==> src/rtl/cache_controller_if.sv <==
// cache_controller_if
//   Bundles the CPU, data-cache and main-memory signals of the cache
//   controller into one interface.
//   master : the cache controller. It receives CPU requests, drives cache
//            lookup/write controls and the memory request channel.
//   slave  : the surroundings (CPU, cache array, memory). They drive the
//            request, cache status/data and memory response.
interface cache_controller_if;
  // CPU side
  logic        cpu_req;
  logic        cpu_we;
  logic        cpu_is_word;
  logic [31:0] cpu_addr;
  logic [31:0] cpu_wdata;
  logic [31:0] cpu_rdata;
  logic        cpu_ready;
  // Data cache side
  logic        cache_hit;
  logic        cache_dirty;
  logic [31:0] cache_data;
  logic [31:0] cache_wb_addr;
  logic [31:0] cache_addr;
  logic [31:0] cache_wdata;
  logic        cache_we;
  logic        cache_is_word;
  logic        cache_set_valid;
  logic        cache_set_dirty;
  // Main memory side
  logic        mem_req;
  logic        mem_we;
  logic [31:0] mem_addr;
  logic [31:0] mem_wdata;
  logic [31:0] mem_rdata;
  logic        mem_ack;

  modport master (
    input  cpu_req, cpu_we, cpu_is_word, cpu_addr, cpu_wdata,
    output cpu_rdata, cpu_ready,
    input  cache_hit, cache_dirty, cache_data, cache_wb_addr,
    output cache_addr, cache_wdata, cache_we, cache_is_word,
    output cache_set_valid, cache_set_dirty,
    output mem_req, mem_we, mem_addr, mem_wdata,
    input  mem_rdata, mem_ack
  );

  modport slave (
    output cpu_req, cpu_we, cpu_is_word, cpu_addr, cpu_wdata,
    input  cpu_rdata, cpu_ready,
    output cache_hit, cache_dirty, cache_data, cache_wb_addr,
    input  cache_addr, cache_wdata, cache_we, cache_is_word,
    input  cache_set_valid, cache_set_dirty,
    input  mem_req, mem_we, mem_addr, mem_wdata,
    output mem_rdata, mem_ack
  );
endinterface

==> src/rtl/cache_controller.sv <==
// cache_controller
//   Sequences one CPU load/store at a time through a direct-mapped,
//   write-back data cache: tag lookup, dirty-victim write-back, refill on
//   miss, store application and a one-cycle completion strobe. Keeps
//   saturating hit/miss/write-back statistics.
// Ports:
//   clk, rst_n           clock, asynchronous active-low reset
//   bus (master)         CPU request/response, cache control/status,
//                        memory request/response
//   hit_count            lookups that hit
//   miss_count           lookups that missed
//   wb_count             completed dirty-victim write-backs
module cache_controller #(
  parameter int CNT_WIDTH = 16
) (
  input  logic                 clk,
  input  logic                 rst_n,
  cache_controller_if.master   bus,
  output logic [CNT_WIDTH-1:0] hit_count,
  output logic [CNT_WIDTH-1:0] miss_count,
  output logic [CNT_WIDTH-1:0] wb_count
);

  typedef enum logic [2:0] {
    S_IDLE    = 3'd0,
    S_LOOKUP  = 3'd1,
    S_WB      = 3'd2,
    S_FILL    = 3'd3,
    S_WRITE   = 3'd4,
    S_RESPOND = 3'd5
  } state_t;

  state_t                state_r;
  state_t                next_state_s;

  // Latched request; the lookup address register doubles as the latched address.
  logic                  req_we_r;
  logic                  req_is_word_r;
  logic [31:0]           req_wdata_r;
  logic [31:0]           cache_addr_r;
  logic [31:0]           cpu_rdata_r;

  logic [CNT_WIDTH-1:0]  hit_cnt_r;
  logic [CNT_WIDTH-1:0]  miss_cnt_r;
  logic [CNT_WIDTH-1:0]  wb_cnt_r;

  logic                  accept_s;
  logic                  hit_inc_s;
  logic                  miss_inc_s;
  logic                  wb_inc_s;
  logic                  rdata_ld_s;
  logic [31:0]           rdata_nxt_s;

  // Saturating increment: all-ones is sticky.
  function automatic logic [CNT_WIDTH-1:0] sat_inc(input logic [CNT_WIDTH-1:0] v);
    if (&v) begin
      return v;
    end else begin
      return v + {{(CNT_WIDTH-1){1'b0}}, 1'b1};
    end
  endfunction

  // State register.
  always_ff @(posedge clk or negedge rst_n) begin
    if (!rst_n) begin
      state_r <= S_IDLE;
    end else begin
      state_r <= next_state_s;
    end
  end

  // Next-state decode plus all cache/memory/CPU control outputs.
  always_comb begin
    next_state_s        = state_r;
    accept_s            = 1'b0;
    hit_inc_s           = 1'b0;
    miss_inc_s          = 1'b0;
    wb_inc_s            = 1'b0;
    rdata_ld_s          = 1'b0;
    rdata_nxt_s         = 32'd0;
    bus.cpu_ready       = 1'b0;
    bus.cache_we        = 1'b0;
    bus.cache_is_word   = 1'b0;
    bus.cache_wdata     = 32'd0;
    // The cache rewrites its flags every edge; by default keep a line that
    // is either a hit or dirty. A clean tag-mismatched line may drop valid,
    // which is harmless because only a miss can expose it.
    bus.cache_set_valid = bus.cache_hit | bus.cache_dirty;
    bus.cache_set_dirty = bus.cache_dirty;
    bus.mem_req         = 1'b0;
    bus.mem_we          = 1'b0;
    bus.mem_addr        = 32'd0;
    bus.mem_wdata       = 32'd0;

    case (state_r)
      S_IDLE: begin
        if (bus.cpu_req) begin
          accept_s     = 1'b1;
          next_state_s = S_LOOKUP;
        end else begin
          next_state_s = S_IDLE;
        end
      end

      S_LOOKUP: begin
        if (bus.cache_hit) begin
          hit_inc_s = 1'b1;
          if (req_we_r) begin
            next_state_s = S_WRITE;
          end else begin
            rdata_ld_s   = 1'b1;
            rdata_nxt_s  = bus.cache_data;
            next_state_s = S_RESPOND;
          end
        end else begin
          miss_inc_s = 1'b1;
          if (bus.cache_dirty) begin
            next_state_s = S_WB;
          end else begin
            next_state_s = S_FILL;
          end
        end
      end

      S_WB: begin
        // Request fields come from cache outputs that cannot change while
        // the line is not being written, so they stay stable until ack.
        bus.mem_req   = 1'b1;
        bus.mem_we    = 1'b1;
        bus.mem_addr  = bus.cache_wb_addr;
        bus.mem_wdata = bus.cache_data;
        if (bus.mem_ack) begin
          bus.cache_set_valid = 1'b0;
          bus.cache_set_dirty = 1'b0;
          wb_inc_s            = 1'b1;
          next_state_s        = S_FILL;
        end else begin
          next_state_s = S_WB;
        end
      end

      S_FILL: begin
        bus.mem_req  = 1'b1;
        bus.mem_addr = {cache_addr_r[31:2], 2'b00};
        if (bus.mem_ack) begin
          bus.cache_we        = 1'b1;
          bus.cache_is_word   = 1'b1;
          bus.cache_wdata     = bus.mem_rdata;
          bus.cache_set_valid = 1'b1;
          bus.cache_set_dirty = 1'b0;
          if (req_we_r) begin
            next_state_s = S_WRITE;
          end else begin
            rdata_ld_s   = 1'b1;
            rdata_nxt_s  = bus.mem_rdata;
            next_state_s = S_RESPOND;
          end
        end else begin
          next_state_s = S_FILL;
        end
      end

      S_WRITE: begin
        bus.cache_we        = 1'b1;
        bus.cache_is_word   = req_is_word_r;
        bus.cache_wdata     = req_wdata_r;
        bus.cache_set_valid = 1'b1;
        bus.cache_set_dirty = 1'b1;
        next_state_s        = S_RESPOND;
      end

      S_RESPOND: begin
        bus.cpu_ready = 1'b1;
        next_state_s  = S_IDLE;
      end

      default: begin
        next_state_s = S_IDLE;
      end
    endcase
  end

  // Request capture; CPU inputs are ignored once the request is latched.
  always_ff @(posedge clk or negedge rst_n) begin
    if (!rst_n) begin
      req_we_r      <= 1'b0;
      req_is_word_r <= 1'b0;
      req_wdata_r   <= 32'd0;
      cache_addr_r  <= 32'd0;
    end else if (accept_s) begin
      req_we_r      <= bus.cpu_we;
      req_is_word_r <= bus.cpu_is_word;
      req_wdata_r   <= bus.cpu_wdata;
      cache_addr_r  <= bus.cpu_addr;
    end
  end

  // Load result register; holds until the next load completes.
  always_ff @(posedge clk or negedge rst_n) begin
    if (!rst_n) begin
      cpu_rdata_r <= 32'd0;
    end else if (rdata_ld_s) begin
      cpu_rdata_r <= rdata_nxt_s;
    end
  end

  // Saturating statistics counters.
  always_ff @(posedge clk or negedge rst_n) begin
    if (!rst_n) begin
      hit_cnt_r  <= {CNT_WIDTH{1'b0}};
      miss_cnt_r <= {CNT_WIDTH{1'b0}};
      wb_cnt_r   <= {CNT_WIDTH{1'b0}};
    end else begin
      if (hit_inc_s) begin
        hit_cnt_r <= sat_inc(hit_cnt_r);
      end
      if (miss_inc_s) begin
        miss_cnt_r <= sat_inc(miss_cnt_r);
      end
      if (wb_inc_s) begin
        wb_cnt_r <= sat_inc(wb_cnt_r);
      end
    end
  end

  assign bus.cpu_rdata  = cpu_rdata_r;
  assign bus.cache_addr = cache_addr_r;
  assign hit_count      = hit_cnt_r;
  assign miss_count     = miss_cnt_r;
  assign wb_count       = wb_cnt_r;

endmodule
==> src/flat_wrapper.sv <==
// flat-port wrapper written by rule: the top's interface ports become plain ports
module cache_controller_flat 
#(
  parameter int CNT_WIDTH = 16
)
  (clk, rst_n, hit_count, miss_count, wb_count, bus_cpu_req, bus_cpu_we, bus_cpu_is_word, bus_cpu_addr, bus_cpu_wdata, bus_cpu_rdata, bus_cpu_ready, bus_cache_hit, bus_cache_dirty, bus_cache_data, bus_cache_wb_addr, bus_cache_addr, bus_cache_wdata, bus_cache_we, bus_cache_is_word, bus_cache_set_valid, bus_cache_set_dirty, bus_mem_req, bus_mem_we, bus_mem_addr, bus_mem_wdata, bus_mem_rdata, bus_mem_ack);
  cache_controller_if bus_i ();
  input  logic clk;
  input  logic rst_n;
  output logic [CNT_WIDTH-1:0] hit_count;
  output logic [CNT_WIDTH-1:0] miss_count;
  output logic [CNT_WIDTH-1:0] wb_count;
  input wire logic [$bits(bus_i.cpu_req)-1:0] bus_cpu_req;
  input wire logic [$bits(bus_i.cpu_we)-1:0] bus_cpu_we;
  input wire logic [$bits(bus_i.cpu_is_word)-1:0] bus_cpu_is_word;
  input wire logic [$bits(bus_i.cpu_addr)-1:0] bus_cpu_addr;
  input wire logic [$bits(bus_i.cpu_wdata)-1:0] bus_cpu_wdata;
  output wire logic [$bits(bus_i.cpu_rdata)-1:0] bus_cpu_rdata;
  output wire logic [$bits(bus_i.cpu_ready)-1:0] bus_cpu_ready;
  input wire logic [$bits(bus_i.cache_hit)-1:0] bus_cache_hit;
  input wire logic [$bits(bus_i.cache_dirty)-1:0] bus_cache_dirty;
  input wire logic [$bits(bus_i.cache_data)-1:0] bus_cache_data;
  input wire logic [$bits(bus_i.cache_wb_addr)-1:0] bus_cache_wb_addr;
  output wire logic [$bits(bus_i.cache_addr)-1:0] bus_cache_addr;
  output wire logic [$bits(bus_i.cache_wdata)-1:0] bus_cache_wdata;
  output wire logic [$bits(bus_i.cache_we)-1:0] bus_cache_we;
  output wire logic [$bits(bus_i.cache_is_word)-1:0] bus_cache_is_word;
  output wire logic [$bits(bus_i.cache_set_valid)-1:0] bus_cache_set_valid;
  output wire logic [$bits(bus_i.cache_set_dirty)-1:0] bus_cache_set_dirty;
  output wire logic [$bits(bus_i.mem_req)-1:0] bus_mem_req;
  output wire logic [$bits(bus_i.mem_we)-1:0] bus_mem_we;
  output wire logic [$bits(bus_i.mem_addr)-1:0] bus_mem_addr;
  output wire logic [$bits(bus_i.mem_wdata)-1:0] bus_mem_wdata;
  input wire logic [$bits(bus_i.mem_rdata)-1:0] bus_mem_rdata;
  input wire logic [$bits(bus_i.mem_ack)-1:0] bus_mem_ack;
  assign bus_i.cpu_req = bus_cpu_req;
  assign bus_i.cpu_we = bus_cpu_we;
  assign bus_i.cpu_is_word = bus_cpu_is_word;
  assign bus_i.cpu_addr = bus_cpu_addr;
  assign bus_i.cpu_wdata = bus_cpu_wdata;
  assign bus_cpu_rdata = bus_i.cpu_rdata;
  assign bus_cpu_ready = bus_i.cpu_ready;
  assign bus_i.cache_hit = bus_cache_hit;
  assign bus_i.cache_dirty = bus_cache_dirty;
  assign bus_i.cache_data = bus_cache_data;
  assign bus_i.cache_wb_addr = bus_cache_wb_addr;
  assign bus_cache_addr = bus_i.cache_addr;
  assign bus_cache_wdata = bus_i.cache_wdata;
  assign bus_cache_we = bus_i.cache_we;
  assign bus_cache_is_word = bus_i.cache_is_word;
  assign bus_cache_set_valid = bus_i.cache_set_valid;
  assign bus_cache_set_dirty = bus_i.cache_set_dirty;
  assign bus_mem_req = bus_i.mem_req;
  assign bus_mem_we = bus_i.mem_we;
  assign bus_mem_addr = bus_i.mem_addr;
  assign bus_mem_wdata = bus_i.mem_wdata;
  assign bus_i.mem_rdata = bus_mem_rdata;
  assign bus_i.mem_ack = bus_mem_ack;
  cache_controller #(.CNT_WIDTH(CNT_WIDTH)) u_core (.clk(clk), .rst_n(rst_n), .bus(bus_i), .hit_count(hit_count), .miss_count(miss_count), .wb_count(wb_count));
endmodule
==> config.mk <==
export PLATFORM = sky130hd
export DESIGN_NAME = cache_controller_flat
export DESIGN_NICKNAME = d
export VERILOG_FILES = /design/src/rtl/cache_controller_if.sv /design/src/rtl/cache_controller.sv /design/src/flat_wrapper.sv
export SDC_FILE = /design/constraint.sdc
export NUM_CORES = 1
export LEC_CHECK = 0
export ABC_AREA = 1
export CORE_UTILIZATION = 25
export DETAILED_ROUTE_END_ITERATION = 8
export SLEW_MARGIN = 20
export SYNTH_ARGS = -nofsm -noshare
export SYNTH_HDL_FRONTEND = slang
export SYNTH_SLANG_ARGS = --single-unit
==> constraint.sdc <==
create_clock -name clk -period 2.4 [get_ports clk]
set_clock_uncertainty 0.2 [all_clocks]
set_input_delay 0.48 -clock clk [delete_from_list [all_inputs] [get_ports clk]]
set_output_delay 0.48 -clock clk [all_outputs]
set_load 0.005 [all_outputs]
## Word-level counts from Yosys, hierarchy flattened

Index checks and enable logic that the tools add are counted.

| cells by class | value |
|---|---|
| eq/ne operators | 5 |
| bitwise operators | 4 |
| multiplexer cells | 38 |
| add/sub/neg operators | 3 |
| reduce and logical (&&, ||, !) cells | 8 |

Operators by type and width:

| operator | count |
|---|---|
| $mux 32 | 6 |
| $pmux 32 s2 | 3 |
| $add 16x1->16 const B | 3 |
| $reduce_and 16->1 | 3 |
| $mux 1 | 21 |
| $pmux 3 s5 | 1 |
| $pmux 1 s2 | 4 |
| $eq 3x2->1 const B | 2 |
| $eq 3x3->1 const B | 2 |
| $mux 3 | 2 |
| $reduce_and 2->1 | 3 |
| $eq 3x1->1 const B | 1 |
| $logic_not 3->1 | 1 |
| $not 1->1 | 3 |
| $pmux 1 s3 | 1 |
| $reduce_or 2->1 | 1 |
| $or 1x1->1 | 1 |

| word-level totals | value |
|---|---|
| output and inout port bits | 215 |
| bits in registers | 149 |
| logic and storage cells | 67 |
| input bits | 168 |

## Logic depth before layout (Yosys ltp)

| depth | value |
|---|---|
| depth in word-level cells | 3 |
| depth in mapped cells | 10 |
| gate-level depth less buffers | 9 |

## Least setup slack after synthesis

OpenSTA, ideal clock, no wires.

| path | value |
|---|---|
| path type | register -> output |
| from | register u_core.state_r[2] |
| to | output bus_cache_wdata[25] |
| setup slack | 341 ps |
| data arrival time | 1,379 ps |
| cell stages (with the launch flop) | 9 |
| path through | dfrtp_1 -> buf_2 -> inv_1 -> nand2_2 -> nor2_4 -> nand2_2 -> buf_2 -> nor2_1 -> a31o_2 |

| between the ends | value |
|---|---|
| word-level cells in the longest chain between the ends | 2 |
| elaborated cells between the ends (all ways) | 3 |
| those cells by class | 2 x eq/ne; 1 x mux |

RTL lines:

| element | RTL line | RTL |
|---|---|---|
| from (decl) | cache_controller.sv:33 | `state_t state_r;` |
| from (signal assigned) | cache_controller.sv:68 | `state_r <= next_state_s;` |
| $eq 3x3->1 / $eq 3x2->1 (equally long branches) | cache_controller.sv:95 | `case (state_r)` |
| $pmux 32 s2 * | cache_controller.sv:95 |  |
| to (decl) | flat_wrapper.sv:25 | `output wire logic [$bits(bus_i.cache_wdata)-1:0] bus_cache_wdata;` |

Every way passes the cells marked *; elsewhere a longest branch is shown, timed or not.

## Worst setup path in the final report

| path | value |
|---|---|
| from | register u_core.state_r[2] |
| to | output bus_cache_wdata[27] |

Same word-level chain as after synthesis.

==> results.yml <==
floorplan:
  die-height_um: 182
  die_area_mm2: 0.0331
  io-pin-count: 383
  fp.dieW_um: 182
  start_util_pct: 25.5
  core_mm2: 0.0317
  rows: 65
clock_network:
  cts_sinks: 149
  cts-buffers-inserted: 17
  cts_tree: "yes"
  h-tree-depth: 4
  clkSlewWorstSetupHoldPaths_ps: 60
  clockBufferDepth: 2
  clock_latency_ps: 430
  clock-root-buffer: "clkbuf_16"
critical_path:
  reg2reg_to: "u_core.wb_count[5]"
  critical_path_required_ps: 1720
  crit_fanout: 7
  crit_buf_inv: 6
  crit_path_max_incr_delay_ps: 380
  crit_start: "u_core.state_r[2]"
  regToRegSetupSlack_ps: 280
  crit_top_cell: "buf_6"
  path_cells: "inv_2 -> nand2_4 -> nor2_4 -> nand2_8 -> buf_12 -> buf_8 -> buf_6 -> buf_6 -> nor2_4 -> a31o_4 -> buf_6"
  r2r_start: "u_core.wb_count[1]"
  arrival_ps: 2020
  critical_path_class: "flop to output pin"
  crit_end: "bus_cache_wdata[27]"
  crit_cells: 11
  rr_worst_depth: 9
  endpoint_kind: "output pin"
  start_kind: "flop"
  slowest_stage: "dfrtp_1"
  cp_top_family: "buffers and inverters"
synthesis:
  ys_top_cells_by_area: "dfrtp_1 (46%), nand2_1 (12%), mux2_2 (8.8%)"
  synth-seq-area-share_pct: 46.1
  synth_top_area_cell: "dfrtp_1"
  syn_inst: 1001
  syn-cell-area_mm2: 0.00809
  synth_top_area_share_pct: 46.1
  ys_seq_elements: 149
  synth_area_per_cell_um2: 8.08
  yosysWarnings: 0
  synth_fp_nets: 1172
  ys_types: 29
timing:
  tightest_slew_ps: 657
  timing.final.ws_setup_ps: -301
  final-max-slew-violation-count: 0
  rsz0062_at_grt: "yes"
  fmax_ghz: 0.370
  final-hold-violation-count: 0
  fin_crit_sh_pct: 113
  relSlewSlack_pct: 56.2
  setup_violations: 98
  min_period_ps: 2700
finish:
  area_growth_pct: 79.4
  antennaDiodeCount: 0
  final_cells: 1920
  fin_nets: 1677
  post-route-util_pct: 45.8
  drive_above_1_share_pct: 29.4
placement:
  dp_hpwl_um: 23300
  place_congestion: 0.859
  numPortBuffers: 382
  placed_cells: 1814
global_route:
  antenna_found_initial: 0
  grt_overflow: 0
  grt_util_all_layers_pct: 19.1
  grt_max_degree: 61
  grt_pass1_vias: 8653
  grt_pass1_wl_um: 48800
status:
  violations: "setup timing"
  outcome: "complete, but fails checks"
route:
  drtPass1Iterations: 4
  wire_per_inst_um: 17.2
  first_iter_violations: 440
  wirelength_um: 33000
  drtAntennaViolNets: 0
  post-route-drc-count: 0
  vias: 8789
  via_per_inst: 4.58
pwr:
  leakage_nw: 6.81
  powerDensity_mw_per_mm2: 971
  peakVddDrop_mv: 0.420
min_path:
  hold_class: "flop to flop"
  min_from: "u_core.bus.cpu_rdata[29]"
run:
  maxCapViolCount: 0
==> cells by family after synthesis <==
| group | after synthesis | synth area share (%) |
|---|---|---|
| simple gates | 484 | 24.4 |
| fa+ha+maj | 3 | 0.464 |
| buf+inv | 158 | 7.73 |
| flops | 149 | 46.1 |
| xor+xnor | 12 | 1.30 |
| mux | 65 | 9.05 |
| compound gates | 130 | 10.9 |
==> repair_timing <==
action / in CTS / in global routing
resized for setup: 278 / 275
pin swaps: 6 / 26
buffers inserted: 26 / 47
endpoints found under the hold margin: 51 / 0
hold buffers: 1 / 0
gates cloned: 5 / 3
endpoints found under the setup margin: 102 / 102
==> worst min-delay path, cell delays in order, from the launching register on <==
cell     delay [ps]
dfrtp_1         340
nand2_1          50
nand2_1          50
==> worst min-delay path by stage <==
stage / endpoint / cells after the start / slack, ps
2_1_floorplan: u_core.bus.cache_addr[0] / 0 / -20
4_1_cts: u_core.bus.cpu_rdata[20] / 2 / 280
3_5_place_dp: u_core.bus.cpu_rdata[20] / 2 / 260
5_1_grt: u_core.bus.cpu_rdata[0] / 2 / 300
3_3_place_gp: u_core.bus.cpu_rdata[17] / 2 / 260
6_report: u_core.bus.cpu_rdata[29] / 2 / 280
==> final cells by class <==
type                            instances  area (µm²)
Sequential cell                       149        3730
Tap cell                              402         503
Clock buffer                           19         443
Inverter                              119         452
Multi-Input combinational cell        694        4190
Timing Repair Buffer                  525        5050
Fill cell                            3023       17200
Clock inverter                         12         155
==> registers in the layout, indices dropped and copies added, names as in the netlist <==
register	cells
u_core.bus.cache_addr	32
u_core.hit_count	16
u_core.bus.cpu_rdata	32
u_core.req_wdata_r	32
u_core.state_r	3
u_core.req_we_r	1
u_core.wb_count	16
u_core.miss_count	16
u_core.req_is_word_r	1
==> through the flow <==
step           setup WS [ps]  power, W  setup TNS, ps  area (µm²)  hold slack [ps]
5_1_grt                 -422    0.0150         -24360       14500              297
2_1_floorplan            341   0.00669              0        8090            -15.6
3_3_place_gp            -443    0.0105         -13250       12900              263
6_report                -301    0.0141         -13350       14500              277
3_5_place_dp            -455    0.0106         -13910       12900              264
4_1_cts                 -476    0.0139         -23860       14000              281
==> where the power goes <==
part	internal [W]	switching, W
Combinational	0.00401	0.00299
Clock	0.00166	0.00111
Sequential	0.00351	0.000827
Total	0.00918	0.00493
==> per-layer routing <==
metal,part of all wire (%),GRT usage (%),vias up,wire length (µm)
met4,1.7,6.02,0,553
met5,0,0,-,0
met1,44,23.7,4184,14400
met3,6.2,4.73,35,2060
met2,49,32.5,329,16000
li1,-,-,4241,-
==> placed cells by master, fill, tap and decap left out, types with 3 or more instances in the layout <==
cell             instances
xor2_1                   3
clkinvlp_4               5
a31o_2                  30
inv_1                  114
nand3b_1                 4
nand2_1                255
nor2_1                  98
bufinv_16                3
clkdlybuf4s50_1        277
xnor2_1                  9
nor2_2                  15
nand2_2                  3
ha_1                     3
buf_4                   60
o21ai_1                  5
o21ai_0                 29
a21oi_1                 33
a22o_1                  28
inv_2                    3
clkbuf_2                28
nor2_4                  48
dfrtp_1                149
buf_12                  20
nand4_1                 21
mux2_2                  63
buf_6                   63
nand3_1                 32
clkbuf_16               19
buf_2                   61
buf_8                    8
==> synthesized netlist by cell type <==
cell and instances:
ha_1 3, nand4_1 21, inv_1 116, nand2_2 3
nor3_1 2, clkbuf_1 17, clkinv_1 1, a31o_2 32
nor2_4 4, o21ai_0 29, a22o_1 30, nor2_1 156
nand3b_1 4, nand3_1 34, buf_1 2, nor3_2 1
nand2_1 258, dfrtp_1 149, xnor2_1 9, xor2_1 3
mux2_2 63, buf_4 3, a21oi_1 33, inv_2 2
mux2_1 2, o211ai_1 1, buf_2 17, nor2_2 1
o21ai_1 5
(Power assumes the default switching activity.)
